$ cat src/rtl/sm2201_bridge_pkg.sv
// Shared types and constants for the sm2201 ISA-to-CAMAC bridge.
// Holds the FSM state encoding, status-byte bit positions and lane sizing.
package sm2201_bridge_pkg;

   typedef enum logic [2:0] {
      ST_IDLE,
      ST_SETUP,
      ST_STROBE,
      ST_HOLD,
      ST_RELEASE
   } state_e;

   localparam int STAT_BUSY    = 0;
   localparam int STAT_TIMEOUT = 1;
   localparam int STAT_LAM     = 2;
   localparam int STAT_IRQ_EN  = 3;

   // Number of address bits that select a byte lane within one CAMAC word.
   function automatic int lane_bits(input int data_w);
      return (data_w / 8 > 1) ? $clog2(data_w / 8) : 1;
   endfunction

endpackage

$ cat src/rtl/sm2201_sync2.sv
// Two-flop synchroniser for asynchronous ISA strobes and CAMAC status lines.
// Resets to RST_VAL so idle-high lines do not produce a false edge after reset.
module sm2201_sync2 #(
   parameter logic RST_VAL = 1'b1
) (
   input  logic clk_i,
   input  logic rst_i,
   input  logic d_i,
   output logic q_o
);

   logic [1:0] sync_q;

   always_ff @(posedge clk_i or posedge rst_i) begin
      if (rst_i) begin
         sync_q <= {2{RST_VAL}};
      end else begin
         sync_q <= {sync_q[0], d_i};
      end
   end

   assign q_o = sync_q[1];

endmodule

$ cat src/rtl/sm2201_isa_camac_bridge.sv
// ISA I/O window to CAMAC bridge: byte lanes assemble into a shadow word,
// lane 0 triggers the CAMAC cycle and the ISA cycle is stretched via CHRDY.
module sm2201_isa_camac_bridge
   import sm2201_bridge_pkg::*;
#(
   parameter logic [9:0] BASE_ADDR      = 10'h100,
   parameter int         SPAN_LOG2      = 6,
   parameter int         CB_DATA_W      = 16,
   parameter int         WAIT_CYCLES    = 4,
   parameter int         TIMEOUT_CYCLES = 64,
   localparam int        LANES          = CB_DATA_W / 8,
   localparam int        LANE_BITS      = lane_bits(CB_DATA_W),
   localparam int        SUB_W          = SPAN_LOG2 - LANE_BITS
) (
   input  logic                 isa_clk,
   input  logic                 isa_reset,
   input  logic [9:0]           isa_addr,
   input  logic                 isa_aen,
   input  logic                 isa_ior,
   input  logic                 isa_iow,
   input  logic [7:0]           isa_data_in,
   output logic [7:0]           isa_data_out,
   output logic                 isa_data_oe,
   output logic                 isa_chrdy,
   output logic                 isa_irq,
   output logic [SUB_W-1:0]     cb_addr,
   output logic                 cb_write,
   output logic [CB_DATA_W-1:0] cb_data_out,
   output logic                 cb_data_oe,
   input  logic [CB_DATA_W-1:0] cb_data_in,
   output logic                 cb_cx1,
   input  logic                 cb_prr,
   input  logic                 cb_zk4
);

   localparam int CNT_W = $clog2(TIMEOUT_CYCLES + 1);

   logic ior_s, iow_s, prr_s, zk4_s;

   sm2201_sync2 #(.RST_VAL(1'b1)) u_sync_ior (.clk_i(isa_clk), .rst_i(isa_reset), .d_i(isa_ior), .q_o(ior_s));
   sm2201_sync2 #(.RST_VAL(1'b1)) u_sync_iow (.clk_i(isa_clk), .rst_i(isa_reset), .d_i(isa_iow), .q_o(iow_s));
   sm2201_sync2 #(.RST_VAL(1'b1)) u_sync_prr (.clk_i(isa_clk), .rst_i(isa_reset), .d_i(cb_prr),  .q_o(prr_s));
   sm2201_sync2 #(.RST_VAL(1'b1)) u_sync_zk4 (.clk_i(isa_clk), .rst_i(isa_reset), .d_i(cb_zk4),  .q_o(zk4_s));

   state_e                 state_q, state_d;
   logic [CNT_W-1:0]       cnt_q, cnt_d;
   logic [CB_DATA_W-1:0]   shadow_q, shadow_d;
   logic                   timeout_q, timeout_d;
   logic                   irq_en_q, irq_en_d;
   logic [SUB_W-1:0]       cb_addr_q, cb_addr_d;
   logic                   cb_write_q, cb_write_d;
   logic [CB_DATA_W-1:0]   cb_data_out_q, cb_data_out_d;
   logic                   cb_data_oe_q, cb_data_oe_d;
   logic                   ior_p_q, iow_p_q;

   logic [SPAN_LOG2-1:0]   offset;
   logic [LANE_BITS-1:0]   lane;
   logic [SUB_W-1:0]       sub;
   logic                   sel, is_status, start_rd, start_wr, done, busy;
   logic [7:0]             status_byte, rd_byte;

   assign offset    = isa_addr[SPAN_LOG2-1:0];
   assign lane      = offset[LANE_BITS-1:0];
   assign sub       = offset[SPAN_LOG2-1:LANE_BITS];
   assign sel       = !isa_aen && (isa_addr[9:SPAN_LOG2] == BASE_ADDR[9:SPAN_LOG2]);
   assign is_status = &offset;
   assign start_rd  = ior_p_q && !ior_s;
   assign start_wr  = iow_p_q && !iow_s;
   assign done      = (state_q == ST_HOLD) || (state_q == ST_RELEASE);
   assign busy      = (state_q != ST_IDLE);

   always_ff @(posedge isa_clk or posedge isa_reset) begin
      if (isa_reset) begin
         state_q       <= ST_IDLE;
         cnt_q         <= '0;
         shadow_q      <= '0;
         timeout_q     <= 1'b0;
         irq_en_q      <= 1'b0;
         cb_addr_q     <= '0;
         cb_write_q    <= 1'b0;
         cb_data_out_q <= '0;
         cb_data_oe_q  <= 1'b0;
         ior_p_q       <= 1'b1;
         iow_p_q       <= 1'b1;
      end else begin
         state_q       <= state_d;
         cnt_q         <= cnt_d;
         shadow_q      <= shadow_d;
         timeout_q     <= timeout_d;
         irq_en_q      <= irq_en_d;
         cb_addr_q     <= cb_addr_d;
         cb_write_q    <= cb_write_d;
         cb_data_out_q <= cb_data_out_d;
         cb_data_oe_q  <= cb_data_oe_d;
         ior_p_q       <= ior_s;
         iow_p_q       <= iow_s;
      end
   end

   always_comb begin
      state_d       = state_q;
      cnt_d         = cnt_q;
      shadow_d      = shadow_q;
      timeout_d     = timeout_q;
      irq_en_d      = irq_en_q;
      cb_addr_d     = cb_addr_q;
      cb_write_d    = cb_write_q;
      cb_data_out_d = cb_data_out_q;
      cb_data_oe_d  = cb_data_oe_q;
      case (state_q)
         ST_IDLE: begin
            if (sel && (start_rd || start_wr)) begin
               if (is_status) begin
                  if (start_wr) begin
                     irq_en_d = isa_data_in[STAT_IRQ_EN];
                     if (isa_data_in[STAT_TIMEOUT]) timeout_d = 1'b0;
                  end
               end else if (lane == '0) begin
                  // Lane 0 commits the staged upper lanes together with this byte.
                  state_d      = ST_SETUP;
                  cb_addr_d    = sub;
                  cb_write_d   = start_wr;
                  cb_data_oe_d = start_wr;
                  if (start_wr) begin
                     shadow_d[7:0] = isa_data_in;
                     cb_data_out_d = {shadow_q[CB_DATA_W-1:8], isa_data_in};
                  end
               end else if (start_wr) begin
                  for (int k = 1; k < LANES; k++) begin
                     if (int'(lane) == k) shadow_d[8*k +: 8] = isa_data_in;
                  end
               end
            end
         end
         ST_SETUP: begin
            state_d = ST_STROBE;
            cnt_d   = CNT_W'(1);
         end
         ST_STROBE: begin
            cnt_d = cnt_q + 1'b1;
            if (cnt_q >= CNT_W'(WAIT_CYCLES) && !prr_s) begin
               state_d = ST_HOLD;
               if (!cb_write_q) shadow_d = cb_data_in;
            end else if (cnt_q >= CNT_W'(TIMEOUT_CYCLES)) begin
               state_d   = ST_HOLD;
               timeout_d = 1'b1;
               shadow_d  = '1;
            end
         end
         ST_HOLD: begin
            state_d      = ST_RELEASE;
            cb_data_oe_d = 1'b0;
         end
         ST_RELEASE: begin
            if (ior_s && iow_s) state_d = ST_IDLE;
         end
         default: state_d = ST_IDLE;
      endcase
   end

   assign status_byte = {4'b0000, irq_en_q, !zk4_s, timeout_q, busy};

   always_comb begin
      rd_byte = 8'h00;
      if (is_status) begin
         rd_byte = status_byte;
      end else begin
         for (int k = 0; k < LANES; k++) begin
            if (int'(lane) == k) rd_byte = shadow_q[8*k +: 8];
         end
      end
   end

   // CHRDY follows the raw strobe so the stretch begins before synchronisation.
   assign isa_chrdy    = isa_reset ||
                         !(sel && (!isa_ior || !isa_iow) && (lane == '0) && !is_status && !done);
   assign isa_data_oe  = !isa_reset && sel && !isa_ior;
   assign isa_data_out = isa_data_oe ? rd_byte : 8'h00;
   assign isa_irq      = irq_en_q && !zk4_s;
   assign cb_addr      = cb_addr_q;
   assign cb_write     = cb_write_q;
   assign cb_data_out  = cb_data_out_q;
   assign cb_data_oe   = cb_data_oe_q;
   assign cb_cx1       = (state_q != ST_STROBE);

endmodule

$ cat config.mk
export PLATFORM = sky130hd
export DESIGN_NAME = sm2201_isa_camac_bridge
export DESIGN_NICKNAME = d
export VERILOG_FILES = /design/src/rtl/sm2201_bridge_pkg.sv /design/src/rtl/sm2201_sync2.sv /design/src/rtl/sm2201_isa_camac_bridge.sv
export SDC_FILE = /design/constraint.sdc
export NUM_CORES = 1
export LEC_CHECK = 0
export ABC_AREA = 1
export CORE_MARGIN = 1.5
export CORE_UTILIZATION = 25
export CTS_BUF_LIST = sky130_fd_sc_hd__clkbuf_4 sky130_fd_sc_hd__clkbuf_8 sky130_fd_sc_hd__clkbuf_16
export DETAILED_ROUTE_END_ITERATION = 8
export PLACE_DENSITY_LB_ADDON = 0.3
export SETUP_SLACK_MARGIN = 0.5
export SYNTH_ARGS = -nofsm -noshare
export SYNTH_HDL_FRONTEND = slang
export SYNTH_SLANG_ARGS = --single-unit
$ cat constraint.sdc
create_clock -name isa_clk -period 4.3 [get_ports isa_clk]
set_clock_uncertainty 0.1 [all_clocks]
set_input_delay 0.86 -clock isa_clk [delete_from_list [all_inputs] [get_ports isa_clk]]
set_output_delay 0.86 -clock isa_clk [all_outputs]
set_load 0.005 [all_outputs]
== After elaboration in Yosys (flattened, before gate mapping) ==
Cells that the tools add are included.

* Register bits: 61
* Latch bits: 0
* Memory bits (writable): 0
* ROM bits: 0
* Bits of input ports: 41
* Output and inout bits: 35
* Word-level logic and storage cells: 112
* Memories: 0

* Add/subtract/negate cells: 1
* Multipliers: 0
* Divide/modulo/power cells: 0
* Magnitude comparators: 2
* Equality and inequality tests: 18
* Shifts and indexed selects: 0
* Multiplexer cells: 31
* Bitwise logic cells: 2
* Reduce and logical (&&, ||, !) cells: 42

{| class="wikitable"
|+ Operators by type and width
! cell !! number
|-
| 2-to-1 mux 16 bit || 5
|-
| 2-to-1 mux 8 bit || 6
|-
| case mux 16 bit (2 select lines) || 1
|-
| AND reduction 7 bit || 3
|-
| 2-to-1 mux 3 bit || 6
|-
| != test 2 bit, second input constant || 9
|-
| case mux 3 bit (5 select lines) || 1
|-
| case mux 7 bit (2 select lines) || 1
|-
| logical AND 1 bit || 13
|-
| logical NOT 1 bit || 11
|-
| AND reduction 5 bit || 2
|-
| 2-to-1 mux 1 bit || 9
|-
| AND reduction 9 bit || 1
|-
| AND reduction 4 bit || 2
|-
| adder 7 x 1 -> 7 bit, second input constant || 1
|-
| greater-or-equal comparator 7 x 3 -> 1 bit, second input constant || 1
|-
| greater-or-equal comparator 7 bit, second input constant || 1
|-
| == test 3 x 2 -> 1 bit, second input constant || 2
|-
| != test 3 bit, second input constant || 2
|-
| AND reduction 6 bit || 1
|-
| nonzero test 2 bit || 3
|-
| == test 4 x 3 -> 1 bit, second input constant || 1
|-
| logical OR 1 bit || 4
|-
| case mux 1 bit (2 select lines) || 2
|-
| 7 further kinds || 8
|}

== Logic depth before layout (Yosys ltp) ==
* Depth in word-level cells: 8
* Depth in mapped cells: 11
* Mapped depth without buffers: 9

== Modules after synthesis ==
A second synthesis with hierarchy kept.

* Cells, all modules: 414
* Area, all modules: 3368.2 um^2

{| class="wikitable"
|+ By module, submodules not included
! module !! times used !! cells an instance !! area an instance (um^2) !! sequential area each (um^2)
|-
| sm2201_isa_camac_bridge || 1 || 402 || 3143.0 || 1328.8
|-
| sm2201_sync2 || 4 || 3 || 56.3 || 52.6
|}

== Worst setup path after synthesis ==
OpenSTA, ideal clock, no wires.

* Path type: input -> output
* Start: input isa_reset
* End: output isa_chrdy
* Arrival time: 2367 ps
* Data required time: 3340 ps
* Setup slack: 973 ps
* Cell stages on the path: 2
* Buffers on the path: 0
* Cells stage by stage: inv_1 nand4_1

* Cells in the longest elaborated chain, start to end: 1

{| class="wikitable"
|+ RTL lines
! what !! line !! RTL
|-
| start: declaration || sm2201_isa_camac_bridge.sv:16 || <nowiki>input logic isa_reset,</nowiki>
|-
| logical OR 1 bit || sm2201_isa_camac_bridge.sv:175 || <nowiki>assign isa_chrdy = isa_reset ||</nowiki>
|-
| end: declaration || sm2201_isa_camac_bridge.sv:24 || <nowiki>output logic isa_chrdy,</nowiki>
|}

No other way between the ends.

== Worst setup path after layout ==
* Start: input isa_addr[0]
* End: output isa_data_out[1]

* Cells in the longest elaborated chain, start to end: 3
* Elaborated cells between the ends (all ways): 4
* Those cells by class: mux: 3; reduce/logical: 1

{| class="wikitable"
|+ RTL lines
! what !! line !! RTL
|-
| start: declaration || sm2201_isa_camac_bridge.sv:17 || <nowiki>input logic [9:0] isa_addr,</nowiki>
|-
| AND reduction 6 bit / 2-to-1 mux 8 bit (equally long branches) || sm2201_isa_camac_bridge.sv:66, sm2201_isa_camac_bridge.sv:169 ||
|-
| 2-to-1 mux 8 bit * || sm2201_isa_camac_bridge.sv:165 || <nowiki>if (is_status) begin</nowiki>
|-
| 2-to-1 mux 8 bit * || sm2201_isa_camac_bridge.sv:178 || <nowiki>assign isa_data_out = isa_data_oe ? rd_byte : 8'h00;</nowiki>
|-
| end: declaration || sm2201_isa_camac_bridge.sv:22 || <nowiki>output logic [7:0] isa_data_out,</nowiki>
|}

Mark *: on every way between the ends. The rest lies on a longest branch, timed or not.

==> qor.yml <==
grt_max_degree: 62
clkLatencyLatePin_ps: 330
ys_seq_area_share_pct: 47.1
crit_chain: "clkdlybuf4s50_1 > nand2_1 > nor2_2 > nand2_2 > inv_2 > o21ai_0 > nor2_1 > clkdlybuf4s50_1"
fin_ws_ps: 650
finalWeightedCongestion: 0.763
drtPass1Iterations: 4
stdcell_count: 657
postCtsSetupBuffers: 0
outcome: "complete, no violations"
grt_pass1_vias: 2865
final_layout_size_suffix_gt1_share_pct: 13.6
cp_max_fo: 6
fin_util_pct: 35.2
tightest_slew_ps: 784
cap_violations: 0
avgRoutedWirePerCell_um: 13.4
yosys-top-cells-area: "dfrtp_1 (39%), nand2_1 (16%), dfstp_2 (8.0%)"
critPathCaptureType: "output port"
chipHeight_um: 117
setup_tns_ps: 0
period_minus_slack_ps: 3650
cts_tree: "yes"
cts.clk_slew.worst_paths_ps: 50
total_power_mw: 2.50
area_growth_pct: 36.5
ioPinCount: 76
arrival_ps: 2690
finalCritPeriodShare_pct: 84.9
critPathKind: "in -> out"
netlist_instances: 403
dp.cells: 641
rows: 41
total_leakage_power_nw: 2.09
multi_input_area_sq_um: 1480
clk_path_buf_depth: 2
ant_nets: 0
holdWs_ps: 255
ys_async_sr_fraction_pct: 100
cp-start-kind: "primary input"
critPathBufInv: 3
cp.required_ps: 3340
yosys_warnings: 0
coreArea_sq_um: 12700
cts-root-buf: "clkbuf_16"
dp_hpwl_mm: 6.64
slew_headroom_pct: 47.7
nets: 523
seqCellArea_sq_um: 1540
cp_top_family: "buffers and inverters"
grt_usage_pct: 13.7
p_per_area_nw_per_um2: 560
clock_sinks: 61
cpPeakStageDelay_ps: 590
fin_area_sq_um: 4460
ir_drop_uv: 220
cts_made_buffers: 9
drcViolationCount: 0
grt-ovfl-total: 0
synth_edf_count: 0
fmax_mhz: 274
viasPerCell: 4.31
ys_seq_elements: 61
synth_top_area_share_pct: 39.1
die_area_sq_um: 13800
cp.depth: 8
port-buffer-count: 75
hold_depth: 0
die_x_um: 117
drtIter0Drc: 171
nFillCells: 1384
place_area_sq_um: 4170
pre_cts_ws_ps: 575
ff2ff_path_depth: 7
cts_hold_buffers: 0
num_antenna_cells: 0
final-hold-violation-count: 0
yosysUniqueCellTypes: 35
netlist_area_sq_um: 3270
drv_slew: 0
setup_violations: 0
crit_path_top_delay_cell: "clkdlybuf4s50_1"
path_common_cell: "clkdlybuf4s50_1"
wl_mm: 8.81
antenna_found_initial: 0
rsz0062_at_grt: "false"
ys.flop_type: "dfrtp_1"
h-tree-depth: 3
hp-class: "reg -> reg"
grt_first_pass_wirelength_mm: 14.7
initial_core_util_pct: 25.8
syn_nets: 446
routed-via-count: 2832
syn_avg_cell_area_sq_um: 8.11
synth_area_leader_cell: "dfrtp_1"
[worst paths after layout]
| path | slack, ps | to | start |
|---|---|---|---|
| max in group asynchronous | 2480 | cb_write | isa_reset |
| min in group asynchronous | 1100 | state_q[2] | isa_reset |
| worst max-delay path | 650 | isa_data_out[1] | isa_addr[0] |
| worst min-delay path | 260 | u_sync_iow.sync_q[1] | u_sync_iow.sync_q[0] |
| worst min register to register | 260 | u_sync_iow.sync_q[1] | u_sync_iow.sync_q[0] |
| worst max register to register | 1960 | cb_data_out[12] | iow_p_q |
[flip-flops by register name, summed over array words and instances (netlist names)]
name,flops
cb_data_out,16
shadow_q,16
cnt_q,7
cb_addr,5
state_q,3
u_sync_ior.sync_q,2
u_sync_iow.sync_q,2
u_sync_prr.sync_q,2
u_sync_zk4.sync_q,2
cb_data_oe,1
cb_write,1
ior_p_q,1
iow_p_q,1
irq_en_q,1
timeout_q,1
[synthesized netlist by cell type (2+ instances only)]
master / n
nand4_1: 3
xor2_1: 2
nand2_2: 8
inv_1: 36
dfrtp_1: 51
ha_1: 2
buf_4: 2
buf_2: 4
o21bai_1: 16
nand2_1: 135
nor2_1: 21
dfstp_2: 10
inv_2: 6
o21ai_0: 16
a31oi_1: 2
o22ai_1: 2
nand3b_1: 16
clkbuf_1: 3
a21oi_1: 5
nand3_1: 34
nand2_4: 2
nor2_2: 4
o21ai_2: 8
buf_6: 4
[per-layer routing]
metal / routed length (um) / vias up / GRT usage (%) / share of wire, %
li1: - / 1437 / - / -
met1: 4230 / 1298 / 18.1 / 48
met2: 3680 / 89 / 20.1 / 42
met3: 777 / 8 / 5.50 / 8.8
met4: 128 / 0 / 4.71 / 1.5
met5: 0 / - / 0 / 0
[where the power goes]
| group | switching (mW) | total (mW) | internal (mW) |
|---|---|---|---|
| clock network | 0.257 | 0.681 | 0.424 |
| logic | 0.658 | 1.02 | 0.366 |
| registers | 0.0824 | 0.793 | 0.711 |
| total | 0.997 | 2.50 | 1.50 |
[logic make-up (layout without fill, tap and decap cells)]
kind of cell,Yosys count,after routing,synth area share (%)
xor gates and xnor gates,3,3,0.804
adders and majority gates,2,2,0.766
and+or+nand+nor,231,231,33.6
DFF,61,61,47.1
AOI/OAI and AO/OA,50,50,10.0
buffers and inverters,56,138,7.73
[area by class of cell]
type                    instances  area share, %
multi-input cells             286           33.2
repair buffers                 79           17.5
inverters                      43           3.62
well taps                     172           4.82
clock buffers                  12           5.83
flip-flops and latches         61           34.5
clock inverters                 4          0.505
[worst register-to-register path: cells and delay by family (launching register included)]
family	cells	cell delay, ps
and+or+nand+nor	6	1540
AOI/OAI and AO/OA	1	70
DFF	1	520
[cell usage in the layout, fill, tap and decap left out, types with 2 or more instances in the layout]
| cell | netlist | routed |
|---|---|---|
| xor2_1 | 2 | 2 |
| nand2_1 | 135 | 135 |
| nand2_2 | 8 | 8 |
| o21bai_1 | 16 | 16 |
| a21oi_1 | 5 | 5 |
| inv_1 | 36 | 35 |
| nor2_2 | 4 | 4 |
| dfstp_2 | 10 | 10 |
| inv_2 | 6 | 7 |
| nand2_4 | 2 | 2 |
| nand3_1 | 34 | 34 |
| nor3_4 | 1 | 2 |
| clkinv_2 | 0 | 3 |
| o22ai_1 | 2 | 2 |
| ha_1 | 2 | 2 |
| dfrtp_1 | 51 | 51 |
| a31oi_1 | 2 | 2 |
| o21ai_0 | 16 | 16 |
| nand3b_1 | 16 | 16 |
| clkbuf_8 | 0 | 2 |
| o21ai_2 | 8 | 8 |
| clkdlybuf4s50_1 | 0 | 75 |
| buf_4 | 2 | 4 |
| nor2_1 | 21 | 21 |
| clkbuf_16 | 0 | 9 |
| nand4_1 | 3 | 3 |
[timing repair]
| action | 4_1_cts | 5_1_grt |
|---|---|---|
| hold endpoints to repair | 0 | 0 |
| gates resized for setup | 0 | 1 |
| endpoints found under the setup margin | 0 | 6 |
Power figures use the tool's default switching activity.
